===== src/rtl/raven_ctrl_pkg.sv =====
// Shared types and opcode constants for the RAVEN PE-row control blocks.
package raven_ctrl_pkg;

    typedef enum logic [2:0] {
        IDLE,
        LOAD_W,
        STREAM,
        DRAIN,
        DONE
    } seq_state_e;

    localparam logic [1:0] OP_GEMM = 2'b00;
    localparam logic [1:0] OP_DIV  = 2'b01;
    localparam logic [1:0] OP_EXP  = 2'b10;
    localparam logic [1:0] OP_LOG  = 2'b11;

endpackage


===== src/rtl/valid_dly.sv =====
// Valid-bit delay line modelling the PE row latency, with a GEMM tap and a
// longer unary tap.
module valid_dly #(
    parameter int NUM_PE  = 8,
    parameter int UNO_LAT = 1
) (
    input  logic clk,
    input  logic rst_n,
    input  logic clr,
    input  logic din,
    input  logic uno,
    output logic dout,
    output logic empty
);

    localparam int DEPTH = NUM_PE + UNO_LAT;
    localparam int TAP_G = NUM_PE - 1;
    localparam int TAP_U = DEPTH - 1;

    logic [DEPTH-1:0] sr_q;

    always_ff @(posedge clk or negedge rst_n) begin
        if (!rst_n) begin
            sr_q <= '0;
        end else if (clr) begin
            sr_q <= '0;
        end else begin
            sr_q <= (sr_q << 1) | DEPTH'(din);
        end
    end

    assign dout = uno ? sr_q[TAP_U] : sr_q[TAP_G];

    // "Empty" looks only upstream of the active tap: when it is set, the bit
    // at the tap (if any) is the last result, so DRAIN can leave this cycle.
    always_comb begin
        empty = 1'b1;
        for (int i = 0; i < DEPTH; i++) begin
            if (i < (uno ? TAP_U : TAP_G) && sr_q[i]) begin
                empty = 1'b0;
            end
        end
    end

endmodule


===== src/rtl/raven_pe_seq.sv =====
// Command sequencer for one RAVEN PE row: weight preload, input streaming,
// latency tracking of row results and completion signalling.
module raven_pe_seq
    import raven_ctrl_pkg::*;
#(
    parameter int NUM_PE  = 8,
    parameter int UNO_LAT = 1,
    parameter int LEN_BW  = 10
) (
    input  logic              clk,
    input  logic              rst_n,
    input  logic              cmd_valid,
    output logic              cmd_ready,
    input  logic [1:0]        cmd_op,
    input  logic [LEN_BW-1:0] cmd_len,
    input  logic              flush,
    output logic [1:0]        gemm_uno,
    output logic              w_req,
    output logic              x_req,
    output logic [LEN_BW-1:0] x_idx,
    output logic              out_valid,
    output logic              busy,
    output logic              done
);

    localparam int W_BW = $clog2(NUM_PE + 1);

    seq_state_e        state_q;
    logic [1:0]        gemm_uno_q;
    logic [LEN_BW-1:0] len_q;
    logic [LEN_BW-1:0] x_idx_q;
    logic [W_BW-1:0]   w_cnt_q;
    logic              w_req_q;
    logic              x_req_q;
    logic              busy_q;
    logic              done_q;
    logic              dly_empty;

    // NOTE: all state lives in this one clocked block and uses non-blocking
    // assignments, so every register samples pre-edge values.
    always_ff @(posedge clk or negedge rst_n) begin
        if (!rst_n) begin
            state_q    <= IDLE;
            gemm_uno_q <= OP_GEMM;
            len_q      <= '0;
            x_idx_q    <= '0;
            w_cnt_q    <= '0;
            w_req_q    <= 1'b0;
            x_req_q    <= 1'b0;
            busy_q     <= 1'b0;
            done_q     <= 1'b0;
        end else if (flush && state_q != IDLE) begin
            // Abort without a done pulse; gemm_uno deliberately keeps its value.
            state_q <= IDLE;
            x_idx_q <= '0;
            w_cnt_q <= '0;
            w_req_q <= 1'b0;
            x_req_q <= 1'b0;
            busy_q  <= 1'b0;
            done_q  <= 1'b0;
        end else begin
            unique case (state_q)
                IDLE: begin
                    if (cmd_valid && !flush) begin
                        gemm_uno_q <= cmd_op;
                        len_q      <= cmd_len;
                        busy_q     <= 1'b1;
                        if (cmd_len == '0) begin
                            state_q <= DONE;
                            done_q  <= 1'b1;
                        end else if (cmd_op == OP_GEMM) begin
                            state_q <= LOAD_W;
                            w_req_q <= 1'b1;
                            w_cnt_q <= '0;
                        end else begin
                            state_q <= STREAM;
                            x_req_q <= 1'b1;
                            x_idx_q <= '0;
                        end
                    end
                end
                LOAD_W: begin
                    if (w_cnt_q == W_BW'(NUM_PE - 1)) begin
                        state_q <= STREAM;
                        w_req_q <= 1'b0;
                        x_req_q <= 1'b1;
                        x_idx_q <= '0;
                    end else begin
                        w_cnt_q <= w_cnt_q + 1'b1;
                    end
                end
                STREAM: begin
                    // Compare against len-1 so the full 2^LEN_BW-1 count never wraps.
                    if (x_idx_q == len_q - 1'b1) begin
                        state_q <= DRAIN;
                        x_req_q <= 1'b0;
                        x_idx_q <= '0;
                    end else begin
                        x_idx_q <= x_idx_q + 1'b1;
                    end
                end
                DRAIN: begin
                    if (dly_empty) begin
                        state_q <= DONE;
                        done_q  <= 1'b1;
                    end
                end
                DONE: begin
                    state_q <= IDLE;
                    done_q  <= 1'b0;
                    busy_q  <= 1'b0;
                end
                default: state_q <= IDLE;
            endcase
        end
    end

    valid_dly #(
        .NUM_PE (NUM_PE),
        .UNO_LAT(UNO_LAT)
    ) u_valid_dly (
        .clk  (clk),
        .rst_n(rst_n),
        .clr  (flush),
        .din  (x_req_q),
        .uno  (gemm_uno_q != OP_GEMM),
        .dout (out_valid),
        .empty(dly_empty)
    );

    assign cmd_ready = (state_q == IDLE);
    assign gemm_uno  = gemm_uno_q;
    assign w_req     = w_req_q;
    assign x_req     = x_req_q;
    assign x_idx     = x_idx_q;
    assign busy      = busy_q;
    assign done      = done_q;

endmodule


===== config.mk =====
export PLATFORM = sky130hd
export DESIGN_NAME = raven_pe_seq
export DESIGN_NICKNAME = d
export VERILOG_FILES = /design/src/rtl/raven_ctrl_pkg.sv /design/src/rtl/valid_dly.sv /design/src/rtl/raven_pe_seq.sv
export SDC_FILE = /design/constraint.sdc
export NUM_CORES = 1
export LEC_CHECK = 0
export ABC_AREA = 1
export BUFFER_PORTS_ARGS = -buffer_cell sky130_fd_sc_hd__buf_4
export CORE_UTILIZATION = 38
export DETAILED_ROUTE_END_ITERATION = 16
export PLACE_DENSITY = 0.65
export SLEW_MARGIN = 30
export SYNTH_ARGS = -nofsm -noshare
export SYNTH_HDL_FRONTEND = slang
export SYNTH_HIERARCHICAL = 1
export SYNTH_SLANG_ARGS = --single-unit
export TNS_END_PERCENT = 5

===== constraint.sdc =====
create_clock -name clk -period 4.2 [get_ports clk]
set_input_delay 0.21 -clock clk [delete_from_list [all_inputs] [get_ports clk]]
set_output_delay 0.21 -clock clk [all_outputs]
set_load 0.1 [all_outputs]

==> flow_summary.ini, run 1 <==
[place]
numPortBuffers = 33
place_hpwl_mm = 4.33
gp_congestion = 0.835
dpl.cell_count = 476
dpl-instance-area_sq_um = 2910

[cts]
cts_tree = yes
h-tree-depth = 2
hold_buffers = 1
cts_sinks = 42
cts_buffers = 5
path_clk_slew_ns = 0.10
cts_root_buffer = clkbuf_8
ctsResizeCount = 0
cts_setup_buffers = 0
cts_max_path_buffers = 2
insertion_delay_ns = 0.31

[drt]
post_drt_wl_per_cell_microns = 11.7
num_vias = 2344
wirelength_mm = 5.69
drt_pass1_iterations = 6
ant_nets = 0
dr.first_iter.drc_count = 123
drc = 0
vias_per_cell = 4.83

[power_and_ir_drop]
ir_drop_v = 0.000550
switching_share_pct = 53.7
combinationalPowerShare_pct = 56.0
p_int_uw = 963
power_frac_clock_pct = 14.3
power_switching_uw = 1120
pwr-share-seq_pct = 29.7
power.density_nw_per_um2 = 688
leakage_uw = 0.00159

[worst_setup_path]
r2r_cells = 8
cp_num_cells = 8
critPathRequiredTime_ns = 4.40
endpoint_kind = register
arrival_ns = 2.23
r2r_slack_ns = 2.18
cp_top_family = simple AND/OR/NAND/NOR gates
startpoint_type = register
cp.buffers_inverters = 3
critPathKind = reg2reg
crit_chain = inv_2 > nand2_2 > nor2_4 > inv_1 > nor3_4 > inv_1 > nand2_1 > o21ai_0
worstPathMaxFanout = 19
critPathMostFrequentCell = inv_1
slowest_delay_ns = 0.51
cp_slowest_cell = nor3_4

[sta]
post-route-period-util_pct = 48.2
timing.fmax_ghz = 0.494
tightestPinTransition_ns = 0.637
finalHoldViolCount = 0
rsz0062_at_grt = no
period_minus_slack_ns = 2.02
finalSetupTns_ns = 0
skew_ns = 0.00978
maxSlewHeadroom_pct = 57.4
slew_violations = 0
finalSetupViolCount = 0

[logic_synthesis]
yosysWarnings = 6
yosysTopAreaCell = dfrtp_1
synth-main-ff-cell = dfrtp_1
synth.distinct_cells = 30
async_flop_share_pct = 100
synth-edff-count = 0
synth_area_per_cell_sq_um = 7.02
synth_seq_cells = 42
postSynthCellCount = 371
yosysSeqAreaShare_pct = 40.3
synth.area.top_cells = dfrtp_1 (40%), nand2_1 (14%), nor2_1 (8.6%)
synth_top_area_share_pct = 40.3
synthesis.nets = 390
synth.cell_area_sq_um = 2610

[flow_run]
cap_violations = 0

[hold_path]
hold_path_class = in2reg
hold_depth = 3

[floorplanning]
die_h_microns = 84.8
initial_utilization_pct = 40.1
top_level_ports = 34
core-area_sq_um = 6490
die_w_microns = 84.8
row_count = 29
dieArea_sq_um = 7190

[cells_and_area]
fillers = 659
antenna_cells = 0
drive_gt1_share_pct = 15.2
final_cell_area_sq_um = 3020
stdcell_count = 485
fin_nets = 426
area_delta_synth_final_pct = 15.9

[global_routing]
gr-total-overflow = 0
grt_pass1_wl_mm = 10.5
grt_max_degree = 43
grt_usage_pct = 18.4
grt_pass1_vias = 2400
grt_antenna_before_repair = 0

[outcome]
outcome = finished clean
==> sequential cells by signal (all words and copies together) (netlist names) <==
name / count
w_cnt_q: 4
x_idx: 10
len_q: 10
busy: 1
u_valid_dly/sr_q: 9
w_req: 1
done: 1
gemm_uno: 2
state_q: 3
x_req: 1
==> power by group through the flow <==
stage	Combinational [uW]	Sequential [uW]	Clock (uW)
2_1_floorplan	720	840	0
3_3_place_gp	1150	625	0
3_5_place_dp	1170	625	0
4_1_cts	1170	618	306
5_1_grt	1310	634	324
6_report	1160	617	298
==> final timing paths <==
kind                                startpoint                   to
min reg2reg                u_valid_dly/sr_q[3]  u_valid_dly/sr_q[4]
min in group asynchronous                rst_n             len_q[4]
min                                 cmd_len[2]             len_q[2]
max reg2reg                         state_q[1]             len_q[8]
max                                 state_q[1]             len_q[8]
max in group asynchronous                rst_n                w_req
==> placed cells by master (no fill, tap or decap), drive strengths merged, types with 2 or more instances in the layout <==
cell type,instances
o21ai,19
buf,33
a31oi,2
nor3,7
inv,62
ha,3
xnor2,2
a21oi,12
clkbuf,5
or2,2
dfrtp,42
nor2,64
nand4,6
xor2,11
nand3,31
nand2,103
==> cell families after synthesis <==
family / synth area share, %
adder cells (fa/ha/maj): 1.44
XOR/XNOR: 4.37
AND/OR/NAND/NOR: 36.3
buffers and inverters: 10.2
flip-flops: 40.3
AO/OA/AOI/OAI: 7.39
==> tightest hold or removal path: stages <==
cell	delay, ns
buf_4	0.08
nand2_1	0.04
o21ai_0	0.06
==> synthesized netlist by cell type, types with 2 or more instances <==
master,count
nor2_4,2
nor2_1,60
nor3_1,5
nand2_2,2
xnor2_1,2
nand3_2,3
nand4_1,6
a31oi_1,2
a21oi_1,12
nand2_4,3
nand2_1,98
inv_2,3
nand3_1,28
dfrtp_1,42
xor2_1,11
inv_1,56
o21ai_0,17
nor2_2,2
buf_2,3
or2_2,2
ha_1,3
==> through the flow <==
stage	hold WS [ns]	total power [uW]	setup slack, ns	util [%]
2_1_floorplan	-0.0856	1560	0.671	-
6_report	0.107	2080	2.18	46.5
4_1_cts	0.104	2090	2.15	46.5
3_5_place_dp	0.234	1790	2.17	44.8
3_3_place_gp	0.228	1770	2.13	44.8
5_1_grt	0.103	2270	1.91	46.5
==> layout make-up <==
class | count | area [sq um] | area share [%]
Multi-Input combinational cell | 264 | 1290 | 42.7
Sequential cell | 42 | 1050 | 34.8
Timing Repair Buffer | 34 | 258 | 8.53
Inverter | 60 | 228 | 7.54
Tap cell | 77 | 96.3 | 3.19
Clock buffer | 5 | 68.8 | 2.28
Clock inverter | 3 | 28.8 | 0.953
==> routing by layer <==
metal | track usage (%) | wire [microns] | up-vias
met2 | 29.9 | 2650 | 39
met1 | 23.9 | 2700 | 1063
met4 | 8.63 | 161 | 0
li1 | - | - | 1226
met3 | 3.31 | 181 | 16
met5 | 0 | 0 | -
Power figures use the tool's default switching activity.
==> inputs of run 2 (changes only) <==
Settings changed: ABC_AREA 1 to 0, PLACE_DENSITY 0.65 to 0.68.
Clock period 4.2 ns to 1.8 ns, I/O delays scaled along.
==> run 2 against run 1 <==
Compared with the run above: the run now ends with negative setup slack left; critical path type unchanged; largest cell class unchanged; routed wire length grew 2.6%; synthesized cell count shrank 36%; flip-flop and latch count stayed put; sequential power increased by 130%; count of clock-buffer cells in the layout did not move; register-to-register slack got worse by 2.6 ns; hold slack lost 0.081 ns; utilization rose by 9.7 points; design area rose by 4.9%; maximum frequency down 7.3%; clock power increased by 120%; die area decreased by 12%.
==> flow_summary.ini, run 2 <==
[outcome]
outcome = complete, but fails checks
violations = negative setup slack

[worst_setup_path]
endpoint_kind = register
reg2reg_to = x_idx[5]
critPathKind = reg2reg
crit_chain = xnor2_2 > or4_1 > a2111o_1 > buf_6 > a31oi_4 > o22ai_2
r2r_slack_ns = -0.38
cp.buffers_inverters = 1
cp-endpoint = x_idx[5]
cp_top_family = compound AO/OA/AOI/OAI gates
r2r_start = x_idx[4]
cp_slowest_cell = a2111o_1
startpoint = x_idx[4]
startpoint_type = register
worstPathMaxFanout = 5
cp_num_cells = 6
critPathRequiredTime_ns = 1.99
r2r_cells = 6
arrival_ns = 2.37
slowest_delay_ns = 0.54

[global_routing]
grt_max_degree = 43
grt_pass1_wl_mm = 9.43
grt_usage_pct = 19.4
gr-total-overflow = 0
grt_pass1_vias = 2021
grt_antenna_before_repair = 0

[cells_and_area]
drive_gt1_share_pct = 40.6
most-common-layout-cells = buf_4 (79), dfrtp_1 (30), nand2_1 (21), nor2_1 (14), nor2b_1 (13)
fillers = 505
area_delta_synth_final_pct = 38.6
final_cell_area_sq_um = 3170
fin_nets = 341
regArea_sq_um = 1070
multiInputGateArea_sq_um = 1220
layout_commonest_cell = buf_4
antenna_cells = 0

[floorplanning]
initial_utilization_pct = 40.5
top_level_ports = 34
dieArea_sq_um = 6330
row_count = 27
die_w_microns = 79.6
core-area_sq_um = 5640
die_h_microns = 79.6

[logic_synthesis]
synth_seq_cells = 42
synth-main-ff-cell = dfrtp_1
async_flop_share_pct = 100
synth_top_area_share_pct = 46.0
synth.distinct_cells = 46
yosysMostFrequentCell = dfrtp_1
yosysTopAreaCell = dfrtp_1
synth.area.top_cells = dfrtp_1 (46%), mux2_2 (5.9%), nand2_1 (3.8%)
synth_area_per_cell_sq_um = 9.60
yosysWarnings = 6
synth.cell_area_sq_um = 2290
yosysSeqAreaShare_pct = 46.0
postSynthCellCount = 238
synth-edff-count = 0
ys_top_cells_by_count = dfrtp_1 (42), nand2_1 (23), nor2_1 (15), nor2b_1 (13)
synthesis.nets = 257

[drt]
drt_pass1_iterations = 4
num_vias = 2123
dr.first_iter.drc_count = 131
ant_nets = 0
drc = 0
post_drt_wl_per_cell_microns = 14.8
vias_per_cell = 5.37
wirelength_mm = 5.84

[flow_run]
cap_violations = 0

[place]
gp_congestion = 0.912
numPortBuffers = 33
dpl-instance-area_sq_um = 3000
dp_slack_ns = -0.334
place_hpwl_mm = 4.21

[sta]
maxSlewHeadroom_pct = 47.5
post-route-period-util_pct = 121
finalSetupViolCount = 13
slew_violations = 0
finalHoldViolCount = 0
whs_ns = 0.0252
tightestPinTransition_ns = 0.782
period_minus_slack_ns = 2.18
rsz0062_at_grt = yes
timing.fmax_ghz = 0.458
fin_ws_ns = -0.383
skew_ns = 0.00287

[hold_path]
hold_path_class = in2reg
worstHoldStart = cmd_len[3]

[power_and_ir_drop]
ir_drop_v = 0.00110
leakage_uw = 0.00138
power.density_nw_per_um2 = 1600

[cts]
cts_sinks = 42
cts_max_path_buffers = 2
cts_root_buffer = clkbuf_8
path_clk_slew_ns = 0.09
insertion_delay_ns = 0.30
cts_tree = yes
cts_buffers = 5
h-tree-depth = 2
-- run 2: worst min path at each step --
stage	end	slack [ns]	depth (start not counted)
6_report	len_q[3]	0.03	2
2_1_floorplan	busy	-0.21	0
3_5_place_dp	x_idx[3]	0.12	1
5_1_grt	len_q[8]	0.02	2
4_1_cts	len_q[3]	0.02	2
3_3_place_gp	x_idx[2]	0.11	1
-- run 2: final cells by class --
type | instances | area share, %
Clock buffer | 5 | 2.17
Clock inverter | 3 | 0.790
Inverter | 11 | 1.42
Multi-Input combinational cell | 178 | 38.4
Sequential cell | 42 | 33.9
Tap cell | 72 | 2.84
Timing Repair Buffer | 84 | 20.5
-- run 2: kinds of logic after synthesis --
logic type / synth area share (%)
AO/OA/AOI/OAI: 17.2
buffers and inverters: 3.34
flip-flops: 46.0
adder cells (fa/ha/maj): 1.64
AND/OR/NAND/NOR: 20.5
multiplexers: 6.40
XOR/XNOR: 4.98
-- run 2: through the flow --
stage | power (uW) | std cells | TNS [ns] | util [%]
after floorplan | 3380 | 238 | -5.93 | -
after global placement | 4280 | 385 | -3.03 | 53.1
after detailed placement | 4330 | 385 | -3.80 | 53.1
after CTS | 4990 | 394 | -4.00 | 54.9
after global routing | 5390 | 395 | -5.07 | 56.2
final | 5060 | 395 | -3.89 | 56.2
-- run 2: repair_timing --
item,CTS,global route
pin swaps,0,8
resized for setup,0,15
setup endpoints to repair,12,17
hold endpoints to repair,42,0
hold buffers,1,0
buffers inserted,0,1
-- run 2: routing by layer --
layer  track usage [%]  vias up  wire [microns]
met2              31.9       51            2720
li1                  -     1039               -
met3              3.31       10             250
met4              6.00        0             108
met5                 0        -               0
met1              25.9     1023            2760
-- run 2: power breakdown --
part / switching [uW] / internal [uW] / total (uW)
Clock: 370 / 280 / 651
Combinational: 1790 / 1200 / 2990
Sequential: 211 / 1210 / 1420
Total: 2370 / 2690 / 5060
